===== config.mk =====
export PLATFORM = sky130hd
export DESIGN_NAME = riscv_fetch_stage
export DESIGN_NICKNAME = d
export VERILOG_FILES = /design/src/rtl/riscv_pipe_pkg.sv /design/src/rtl/fetch_buffer.sv /design/src/rtl/riscv_fetch_stage.sv
export SDC_FILE = /design/constraint.sdc
export NUM_CORES = 1
export LEC_CHECK = 0
export CORE_ASPECT_RATIO = 0.9
export CORE_MARGIN = 3
export CORE_UTILIZATION = 35
export CTS_CLUSTER_SIZE = 14
export DETAILED_ROUTE_END_ITERATION = 16
export PLACE_DENSITY_LB_ADDON = 0.05
export SYNTH_ARGS = -nofsm -noshare
export SYNTH_HDL_FRONTEND = slang
export SYNTH_SLANG_ARGS = --single-unit
export TNS_END_PERCENT = 30

===== constraint.sdc =====
create_clock -name clock -period 9.1 [get_ports clock]
set_input_delay 0.91 -clock clock [delete_from_list [all_inputs] [get_ports clock]]
set_output_delay 0.91 -clock clock [all_outputs]
set_load 0.1 [all_outputs]

===== src/rtl/riscv_pipe_pkg.sv =====
// Shared pipeline definitions: bubble encoding, major opcodes and the IF/ID record.
package riscv_pipe_pkg;

  localparam logic [31:0] RV_NOP  = 32'h0000_0013;  // addi x0,x0,0

  localparam logic [6:0]  OPC_LD  = 7'b0000011;
  localparam logic [6:0]  OPC_SD  = 7'b0100011;
  localparam logic [6:0]  OPC_BEQ = 7'b1100011;
  localparam logic [6:0]  OPC_ALU = 7'b0110011;

  typedef struct packed {
    logic [31:0] ir;
    logic [63:0] pc;
    logic        valid;
  } ifid_t;

  typedef struct packed {
    logic [63:0] pc;
    logic [31:0] ir;
  } fetch_entry_t;

  // A bubble keeps the old pc so downstream debug views stay meaningful.
  function automatic ifid_t ifid_bubble(input logic [31:0] nop, input logic [63:0] pc);
    ifid_t b;
    b.ir    = nop;
    b.pc    = pc;
    b.valid = 1'b0;
    return b;
  endfunction

endpackage


===== src/rtl/fetch_buffer.sv =====
// Small prefetch FIFO of {pc, ir}; flush beats push in the same cycle.
module fetch_buffer
  import riscv_pipe_pkg::*;
#(
  parameter int DEPTH = 2,
  parameter int CW    = $clog2(DEPTH + 1)
) (
  input  logic         clock,
  input  logic         reset,
  input  logic         flush,
  input  logic         push,
  input  fetch_entry_t push_data,
  input  logic         pop,
  output fetch_entry_t head,
  output logic [CW-1:0] count,
  output logic         empty
);

  localparam int PW = (DEPTH > 1) ? $clog2(DEPTH) : 1;

  fetch_entry_t  entries [DEPTH];
  logic [PW-1:0] rd_ptr_q, wr_ptr_q;
  logic [CW-1:0] count_q;
  logic          do_push, do_pop;

  function automatic logic [PW-1:0] ptr_inc(input logic [PW-1:0] p);
    return (p == PW'(DEPTH - 1)) ? '0 : p + 1'b1;
  endfunction

  // Qualify push/pop: flush cancels both, a full buffer only accepts alongside a pop.
  always_comb begin
    do_pop  = pop && !flush && (count_q != '0);
    do_push = push && !flush && ((count_q < CW'(DEPTH)) || do_pop);
  end

  // Pointers and occupancy.
  always_ff @(posedge clock or posedge reset) begin
    if (reset) begin
      rd_ptr_q <= '0;
      wr_ptr_q <= '0;
      count_q  <= '0;
    end else if (flush) begin
      rd_ptr_q <= '0;
      wr_ptr_q <= '0;
      count_q  <= '0;
    end else begin
      if (do_pop)  rd_ptr_q <= ptr_inc(rd_ptr_q);
      if (do_push) wr_ptr_q <= ptr_inc(wr_ptr_q);
      case ({do_push, do_pop})
        2'b10:   count_q <= count_q + 1'b1;
        2'b01:   count_q <= count_q - 1'b1;
        default: count_q <= count_q;
      endcase
    end
  end

  // Entry storage needs no reset; occupancy alone says what is live.
  always_ff @(posedge clock) begin
    if (do_push) entries[wr_ptr_q] <= push_data;
  end

  assign head  = entries[rd_ptr_q];
  assign count = count_q;
  assign empty = (count_q == '0);

endmodule


===== src/rtl/riscv_fetch_stage.sv =====
// Instruction fetch: owns the PC, drives a sync-read IMEM, buffers across decode
// stalls and loads the IF/ID register; redirects flush all wrong-path state.
module riscv_fetch_stage
  import riscv_pipe_pkg::*;
#(
  parameter int          IMEM_WORDS = 1024,
  parameter int          BUF_DEPTH  = 2,
  parameter logic [31:0] NOP_INSN   = RV_NOP,
  parameter int          AW         = $clog2(IMEM_WORDS)
) (
  input  logic          clock,
  input  logic          reset,
  input  logic          stall,
  input  logic          redirect,
  input  logic [63:0]   redirect_pc,
  output logic          imem_req,
  output logic [AW-1:0] imem_addr,
  input  logic [31:0]   imem_rdata,
  output logic [31:0]   ifid_ir,
  output logic [63:0]   ifid_pc,
  output logic          ifid_valid
);

  localparam int CW = $clog2(BUF_DEPTH + 1);

  logic [63:0]   pc_q;
  logic          inflight_valid_q;
  logic [63:0]   inflight_pc_q;
  ifid_t         ifid_q, ifid_next;

  fetch_entry_t  buf_head, buf_push_data;
  logic [CW-1:0] buf_count;
  logic          buf_empty, buf_push, buf_pop;
  logic          issue, resp_direct;
  logic [CW:0]   credit_used, credit_cap;

  // Credit check: never fetch more than the buffer (plus a draining IF/ID) can hold.
  always_comb begin
    credit_used = {1'b0, buf_count} + {{CW{1'b0}}, inflight_valid_q};
    credit_cap  = (CW+1)'(BUF_DEPTH) + {{CW{1'b0}}, !stall};
    issue       = !reset && !redirect && (credit_used < credit_cap);
    resp_direct = inflight_valid_q && buf_empty && !stall;
    buf_push    = inflight_valid_q && !resp_direct;
    buf_pop     = !stall && !buf_empty;
    buf_push_data.pc = inflight_pc_q;
    buf_push_data.ir = imem_rdata;
  end

  fetch_buffer #(
    .DEPTH (BUF_DEPTH),
    .CW    (CW)
  ) u_buf (
    .clock     (clock),
    .reset     (reset),
    .flush     (redirect),
    .push      (buf_push),
    .push_data (buf_push_data),
    .pop       (buf_pop),
    .head      (buf_head),
    .count     (buf_count),
    .empty     (buf_empty)
  );

  // Next IF/ID: redirect bubbles, stall holds, else oldest instruction available.
  always_comb begin
    ifid_next = ifid_q;
    if (redirect) begin
      ifid_next = ifid_bubble(NOP_INSN, ifid_q.pc);
    end else if (!stall) begin
      if (!buf_empty) begin
        ifid_next.ir    = buf_head.ir;
        ifid_next.pc    = buf_head.pc;
        ifid_next.valid = 1'b1;
      end else if (inflight_valid_q) begin
        ifid_next.ir    = imem_rdata;
        ifid_next.pc    = inflight_pc_q;
        ifid_next.valid = 1'b1;
      end else begin
        ifid_next = ifid_bubble(NOP_INSN, ifid_q.pc);
      end
    end
  end

  // PC, in-flight slot and IF/ID register.
  always_ff @(posedge clock or posedge reset) begin
    if (reset) begin
      pc_q             <= '0;
      inflight_valid_q <= 1'b0;
      inflight_pc_q    <= '0;
      ifid_q           <= ifid_bubble(NOP_INSN, 64'd0);
    end else begin
      if (redirect)   pc_q <= redirect_pc & ~64'd3;
      else if (issue) pc_q <= pc_q + 64'd4;
      inflight_valid_q <= issue;
      if (issue) inflight_pc_q <= pc_q;
      ifid_q <= ifid_next;
    end
  end

  assign imem_req   = issue;
  assign imem_addr  = pc_q[AW+1:2];
  assign ifid_ir    = ifid_q.ir;
  assign ifid_pc    = ifid_q.pc;
  assign ifid_valid = ifid_q.valid;

endmodule


==> key figures <==
Placement
  – Worst slack, placed: 4.02 ns
  – Post-detail-place hpwl: 27.7 mm
  – Port bufs: 203
  – Gp weighted congestion: 0.765

Die
  – Die Span Y: 216 um
  – Die area: 51,600 sq um
  – Core area: 48,100 sq um
  – Boundary pin count: 208
  – Starting Density: 35.6%
  – DIE WIDTH: 239 um
  – Rows: 76

STA
  – Setup-failing EPs final: 0
  – Setup WS post-layout: 3.75 ns
  – Max-slew violation count: 0
  – Crit share post-route: 58.8%
  – Worst-Margin Slew: 1.08 ns
  – Min cycle time layout: 5.35 ns
  – Worst Skew: 0.0170 ns
  – Final setup TNS: 0 ns
  – Hold Violations, Final: 0
  – Max Fclk: 0.187 GHz
  – Unrepaired setup endpoints after global routing: false
  – Max_slew headroom: 27.9%

Yosys
  – Largest family of logic cells by synthesized area: simple AND/OR/NAND/NOR gates
  – Post-Synth XOR/XNOR Area: 1.43%
  – Post-synthesis adder-cell area fraction: 0.219%
  – Area fraction in compound gates after synthesis: 9.54%
  – Post-synthesis cell type count: 52
  – Mux contribution to synthesized area: 9.25%
  – Flop and latch count out of synthesis: 412
  – Most frequent cells after synthesis: dfrtp_1, edfxtp_1, nand2_1
  – Yosys top cell area share: 33.0%
  – Synth Cell Area: 17,100 sq um
  – Mapped Cells: 1,374
  – Count leader, synth: dfrtp_1
  – Post-synth EDFFs: 188
  – Register area share after synthesis: 65.7%
  – Dominant synthesized flop cell: dfrtp_1
  – Ranking of synthesized cells by area: edfxtp_1, dfrtp_1, mux2i_1, mux2_2, o21ai_0
  – Simple-gate share of the synthesized area: 11.1%
  – FFs w/ async S/R, synth: 54.4%
  – YS warnings: 0
  – Mean Syn Cell Area: 12.5 sq um
  – Synth area leader: edfxtp_1

Drt
  – WL final: 44.5 mm
  – WL/cell: 20.1 um
  – First-pass iteration count of the detailed router: 4
  – Routed Antenna Nets: 0
  – Detailed Route Iter0 Violations: 633
  – Vias per Instance: 5.13
  – Post-route DRC: 0
  – Total number of vias: 11,330

Run status
  – Run status: finished clean

GRT
  – Met2 Use GR: 28.3%
  – GRT met1 Usage: 24.2%
  – Largest net degree at the start of global routing: 104
  – First-pass GRT wire length: 69.7 mm
  – GRT Total Usage: 17.4%
  – Met3 usage in global routing: 2.89%
  – Layer with the highest usage: met2
  – GRT overflow: 0
  – Initial antenna violation count: 0
  – Vias in the first global route: 11,650

Min path
  – HP Class: reg -> reg

Job
  – Max Cap Viol: 0

Final layout
  – Core Util, Final: 44.0%
  – Final #Nets: 1,651
  – Sequential standard cell area: 11,300 sq um
  – Antenna diodes: 0
  – Proportion of layout cells with a drive suffix above 1: 9.97%
  – Multi-input gate area: 5450 sq um
  – Layout area overhead: 23.6%
  – Fillers: 4,504

Clock tree
  – Post-CTS Resized: 0
  – CTS root buf: clkbuf_16
  – CTS buffer count: 46
  – Post-CTS Hold Buffers: 0
  – Clock Path Buffers: 3
  – CTS Sinks: 412
  – CTS tree: yes
  – Worst skew pair latency: 0.57 ns
  – H-Tree Depth: 2
  – Setup Fix Bufs, Post-CTS: 0
  – Worst-path clk slew: 0.06 ns

Critical path
  – Worst Path Arrival: 4.44 ns
  – Critical path startpoint category: flip-flop
  – Worst path required time: 8.19 ns
  – Crit Path Class: reg -> out
  – CP Capture Type: output port
  – CP Max Fanout: 23

Pwr
  – Final Power: 5.24 mW
  – Max IR drop VDD: 0.131 mV
  – PD cells: 248 nW/um^2
  – Leak: 7.74 nW
-- through the flow --
step           std cells  instance area, sq um  hold slack, ns
5_1_grt             2209                 21200           0.500
2_1_floorplan       1375                 17100           0.458
3_5_place_dp        2124                 19700           0.468
4_1_cts             2209                 21200           0.483
3_3_place_gp        2124                 19700           0.461
6_report            2209                 21200           0.473
-- metal layers --
layer / up-vias / part of all wire, %
li1: 5410 / -
met1: 5664 / 47
met2: 199 / 47
met3: 57 / 3.9
met4: 0 / 1.9
met5: - / 0
-- final timing paths --
check,end,cells after the start,startpoint,slack [ns]
setup / recovery,imem_req,5,inflight_valid_q$_DFF_PP0_,3.75
hold / removal,ifid_valid$_DFFE_PP0P_,2,ifid_valid$_DFFE_PP0P_,0.47
setup reg to reg,pc_q[51]$_DFFE_PP0P_,6,inflight_valid_q$_DFF_PP0_,4.89
hold reg to reg,ifid_valid$_DFFE_PP0P_,2,ifid_valid$_DFFE_PP0P_,0.47
max in group asynchronous,pc_q[61]$_DFFE_PP0P_,3,reset,6.67
min in group asynchronous,ifid_pc[13]$_DFFE_PP0P_,2,reset,0.99
-- power by group --
part | internal, mW | switching [mW]
Clock | 1.05 | 0.732
Combinational | 0.305 | 0.857
Sequential | 2.15 | 0.149
-- final cells by class --
cell class                 instances  share of cell area (%)
sequential                       412                    53.2
multi-input combinational        853                    25.8
timing repair buffer             222                    10.3
clock buffer                      73                    6.26
tap                              624                    3.69
clock inverter                    12                   0.532
inverter                          13                   0.266
-- logic make-up after synthesis --
| group | Yosys count |
|---|---|
| other | 1 |
| multiplexers | 151 |
| buffers and inverters | 110 |
| AO/OA/AOI/OAI | 265 |
| flip-flops | 412 |
| AND/OR/NAND/NOR | 404 |
| adder cells (fa/ha/maj) | 3 |
| XOR/XNOR | 28 |
-- state kept, by name (all words and copies together) (netlist names) --
| signal | count |
|---|---|
| ifid_ir | 32 |
| inflight_valid_q | 1 |
| ifid_valid | 1 |
| u_buf.count | 2 |
| ifid_pc | 62 |
| inflight_pc_q | 62 |
| u_buf.entries | 188 |
| u_buf.wr_ptr_q | 1 |
| u_buf.rd_ptr_q | 1 |
| pc_q | 62 |
-- worst max-delay path, stage by stage, from the launching register on --
cell             delay, ns
dfrtp_1               0.96
ha_1                  0.37
o21ai_1               0.60
nand3_4               0.42
inv_1                 0.32
clkdlybuf4s50_1       1.18
-- cell usage in the layout, fill, tap and decap left out, types with 10 or more instances in the layout --
cell	Yosys	routed
a31oi_1	38	38
clkdlybuf4s50_1	0	202
xnor2_1	18	18
inv_1	12	11
a221o_1	31	31
mux2i_1	94	94
nand4_1	24	24
o31ai_1	14	14
nor3_1	13	12
nor4_1	13	13
nand3_1	26	25
and4_1	10	10
nor2_1	126	125
a21oi_1	51	51
mux2_2	57	57
edfxtp_1	188	188
or3_1	14	14
clkbuf_1	68	21
o21ai_0	107	107
buf_4	12	19
or4_1	17	17
dfrtp_1	221	220
nand2_1	136	135
xor2_1	10	10
clkbuf_16	0	47
No activity file was read; power rests on OpenSTA's default activity.
==> RTL change 1: new RTL, config.mk and constraints unchanged <==
Reset style: synchronous (`reset`), changed in 2 clocked blocks.
--- a/src/rtl/fetch_buffer.sv
+++ b/src/rtl/fetch_buffer.sv
@@ -35,5 +35,5 @@
 
   // Pointers and occupancy.
-  always_ff @(posedge clock or posedge reset) begin
+  always_ff @(posedge clock) begin
     if (reset) begin
       rd_ptr_q <= '0;
--- a/src/rtl/riscv_fetch_stage.sv
+++ b/src/rtl/riscv_fetch_stage.sv
@@ -83,5 +83,5 @@
 
   // PC, in-flight slot and IF/ID register.
-  always_ff @(posedge clock or posedge reset) begin
+  always_ff @(posedge clock) begin
     if (reset) begin
       pc_q             <= '0;
Formal check against the unedited RTL: differs if reset is asserted again (counterexample within 4 cycles, from zero or initial values and one cycle with reset high); with reset held inactive, the same outputs for 4 cycles.
==> RTL change 1 against the original RTL <==
Sequential cell count grew 1. Via count grew 14%. Setup slack gained 930 ps. Routed wire length grew 10%. Synthesized area is essentially flat. First-iteration DRC count grew 41%. Non-clock buffer count shrank 3. Cell count grew 11%. Cell area shrank 1.3%. Critical endpoint unchanged.
Power is not compared: it rests on default switching activity, and its combinational part moved more than twofold at a synthesized area within 25%.
==> RTL change 1: results (changes against the original RTL) <==
- Clock skew: 9.30 ps (was 17.0 ps)
- R2R depth: 7 (was 6)
- Outcome: completed (unchanged)
- Routed WL: 49000 um (was 44500 um)
- Nets: 1891 (was 1651)
- Largest stage delay, worst path: 1130 ps (was 1180 ps)
- Fraction of layout cells with a size suffix above 1: 5.65% (was 9.97%)
- Hold path startpoint: ifid_ir[0]$_SDFFE_PN1N_ (was ifid_valid$_DFFE_PP0P_)
- Dpl hpwl: 29700 um (was 27700 um)
- Critical path type: input pin to output port (was register to output port)
- Final Wtd Congestion: 0.815 (was 0.765)
- Dpl cells: 2362 (was 2124)
- Initial drt markers: 895 (was 633)
- Wire length per cell: 20.0 um (was 20.1 um)
- First-pass GRT wire length: 76100 um (was 69700 um)
- Final Hold Slack: 464 ps (was 473 ps)
- R2r setup slk: 5230 ps (was 4890 ps)
- DR pass1 iterations: 5 (was 4)
- Worst-path maximum fanout: 103 (was 23)
- R2R Path End: u_buf.entries[0][71]$_DFFE_PP_ (was pc_q[51]$_DFFE_PP0P_)
- Fraction of registers with async set/reset: 0% (was 54.4%)
- Tot GR Track Use: 18.7% (was 17.4%)
- Netlist cell types: 54 (was 52)
- Filler cells: 4653 (was 4504)
- Worst flop-to-flop path startpoint: u_buf.count[0]$_SDFFE_PN0P_ (was inflight_valid_q$_DFF_PP0_)
## RTL change 1: layer usage
layer	up-vias	part of all wire, %	global-route usage [%]
met5	-	0	0
met4	0	1.6	4.41
met3	56	4.1	2.98
met2	253	43	27.9
met1	6258	51	28.2
li1	6343	-	-
## RTL change 1: worst max-delay path by stage
stage | end | slack, ps
floorplan | u_buf.entries[0][0]$_DFFE_PP_ | 2950
global placement | pc_q[9]$_SDFFE_PP0P_ | 4500
detailed placement | pc_q[9]$_SDFFE_PP0P_ | 4440
CTS | imem_req | 4630
global route | imem_req | 4570
finish | imem_req | 4680
## RTL change 1: power by group
part           leakage (uW)  internal [uW]  total [uW]  switching (uW)
Clock              0.000735           1080        1830             753
Combinational       0.00211           95.2         275             180
Sequential          0.00371           1970        2020            50.6
## RTL change 1: through the flow
stage,setup slack [ps],cell area (um2),total power [uW],utilization [%]
after global routing,4570,20900,4290,43.4
after floorplan,2950,17100,2220,-
after CTS,4630,20900,4190,43.4
after detailed placement,4440,19400,2340,40.3
final,4680,20900,4130,43.4
after global placement,4500,19400,2340,40.3
## RTL change 1: critical path: cells and delay by family
family | cells | cell delay, ps
and+or+nand+nor | 2 | 760
buffers and inverters | 4 | 1790
## RTL change 1: logic make-up after synthesis
family	Yosys count	share of synthesized area, %
AOI/OAI and AO/OA	503	17.0
and+or+nand+nor	468	12.4
DFF	413	59.3
buffers and inverters	165	4.04
muxes	98	5.75
xor gates and xnor gates	23	1.18
adders and majority gates	4	0.292
other	1	0.0219
## RTL change 1: cell type report
class                           instances  area [um2]  share of cell area, %
Timing Repair Buffer                  219        2140                   10.3
Clock buffer                           62        1290                   6.20
Clock inverter                         24         188                  0.899
Inverter                                8        30.0                  0.144
Tap cell                              624         781                   3.74
Multi-Input combinational cell       1098        6290                   30.1
Sequential cell                       413       10200                   48.6
==> RTL change 2: new RTL, config.mk and constraints unchanged <==
Made on the original files. `BUF_DEPTH`: 2 -> 4.
--- a/src/rtl/riscv_fetch_stage.sv
+++ b/src/rtl/riscv_fetch_stage.sv
@@ -5,5 +5,5 @@
 #(
   parameter int          IMEM_WORDS = 1024,
-  parameter int          BUF_DEPTH  = 2,
+  parameter int          BUF_DEPTH  = 4,
   parameter logic [31:0] NOP_INSN   = RV_NOP,
   parameter int          AW         = $clog2(IMEM_WORDS)
Check against the original RTL: not equivalent (a bounded check fails within 4 cycles, from zero or initial values and one cycle with reset high).
==> RTL change 2 against the original RTL <==
Power is 84% higher. Synthesized area is 42% higher. Routed wire length is 52% higher. Via count is 35% higher. Setup slack better by 360 ps. Sequential cell count is 191 higher. Sequential share of layout area is 4.3 points higher. Register-to-register slack better by 180 ps. Critical path type is now input pin to output port. Critical endpoint unchanged. Combinational power grew to 2.6 times the old value. Cell area is 40% higher.
==> RTL change 2: results (changes against the original RTL) <==
- Initial drt markers: 1229 (was 633)
- Pleak: 0.0107 uW (was 0.00774 uW)
- Wire length per cell: 23.5 um (was 20.1 um)
- Outcome: completed (unchanged)
- Peak supply drop: 0.207 mV (was 0.131 mV)
- CTS buffer count: 69 (was 46)
- Fraction of layout cells with a size suffix above 1: 13.0% (was 9.97%)
- CLK BUF: 100 (was 73)
- DR pass1 iterations: 5 (was 4)
- Fraction of registers with async set/reset: 37.6% (was 54.4%)
- Worst-path maximum fanout: 46 (was 23)
- CTS HTree Levels: 3 (was 2)
- Multi-input combinational gate total: 987 (was 853)
- Sequential area share after synthesis: 69.8% (was 65.7%)
- Avg Cell Area, Syn: 14.2 um2 (was 12.5 um2)
- Seq area share: 57.5% (was 53.2%)
- Dpl cells: 2756 (was 2124)
- Netlist cell types: 56 (was 52)
- Filler cells: 6297 (was 4504)
- Max FFs per register: 376 (was 188)
- Routed WL: 67800 um (was 44500 um)
- CP arrival: 4080 ps (was 4440 ps)
- Worst setup path start: stall (was inflight_valid_q$_DFF_PP0_)
- Slew @ Worst Pin: 1100 ps (was 1080 ps)
- Via density: 5.30 (was 5.13)
- Signal inverters: 9 (was 13)
- R2r setup slk: 5070 ps (was 4890 ps)
-- RTL change 2: cell count changes in the layout (fill, tap and decap cells not counted), sizes merged, moves of 57 or more --
cell,before,now
o22ai,1,62
mux4,0,94
mux2,57,0
mux2i,94,2
o21ai,110,43
nand2,136,339
edfxtp,188,376
-- RTL change 2: tightest hold or removal path, delay by kind of cell (launching register included) --
family / cells / cell delay [ps]
DFF: 1 / 340
and+or+nand+nor: 2 / 100
-- RTL change 2: layer usage --
layer	routed length [um]	global-route usage (%)
met1	31300	26.8
met2	31700	29.4
met3	3440	3.75
met4	1360	4.62
met5	0	0
-- RTL change 2: worst min-delay path by stage --
stage / startpoint / endpoint / slack, ps / cells after the start
final: ifid_ir[14]$_DFFE_PP0P_ / ifid_ir[14]$_DFFE_PP0P_ / 460 / 2
after global routing: ifid_ir[26]$_DFFE_PP0P_ / ifid_ir[26]$_DFFE_PP0P_ / 480 / 2
after CTS: ifid_ir[14]$_DFFE_PP0P_ / ifid_ir[14]$_DFFE_PP0P_ / 470 / 2
after detailed placement: ifid_ir[26]$_DFFE_PP0P_ / ifid_ir[26]$_DFFE_PP0P_ / 450 / 2
after global placement: ifid_ir[7]$_DFFE_PP0P_ / ifid_ir[7]$_DFFE_PP0P_ / 450 / 2
after floorplan: pc_q[63]$_DFFE_PP0N_ / inflight_pc_q[63]$_DFFE_PP0P_ / 460 / 2
-- RTL change 2: per-stage QoR --
stage                     hold WS [ps]  instance area [um2]
after global routing               482                29500
after floorplan                    456                24300
after CTS                          467                29500
after global placement             450                27300
after detailed placement           454                27300
final                              461                29500
-- RTL change 2: cells by family after synthesis --
group	after synthesis	synth area share, %
other cells	1	0.0154
buf+inv	127	2.18
flops	603	69.8
simple gates	570	10.4
fa+ha+maj	9	0.494
mux	96	8.79
compound gates	304	8.02
xor+xnor	6	0.216
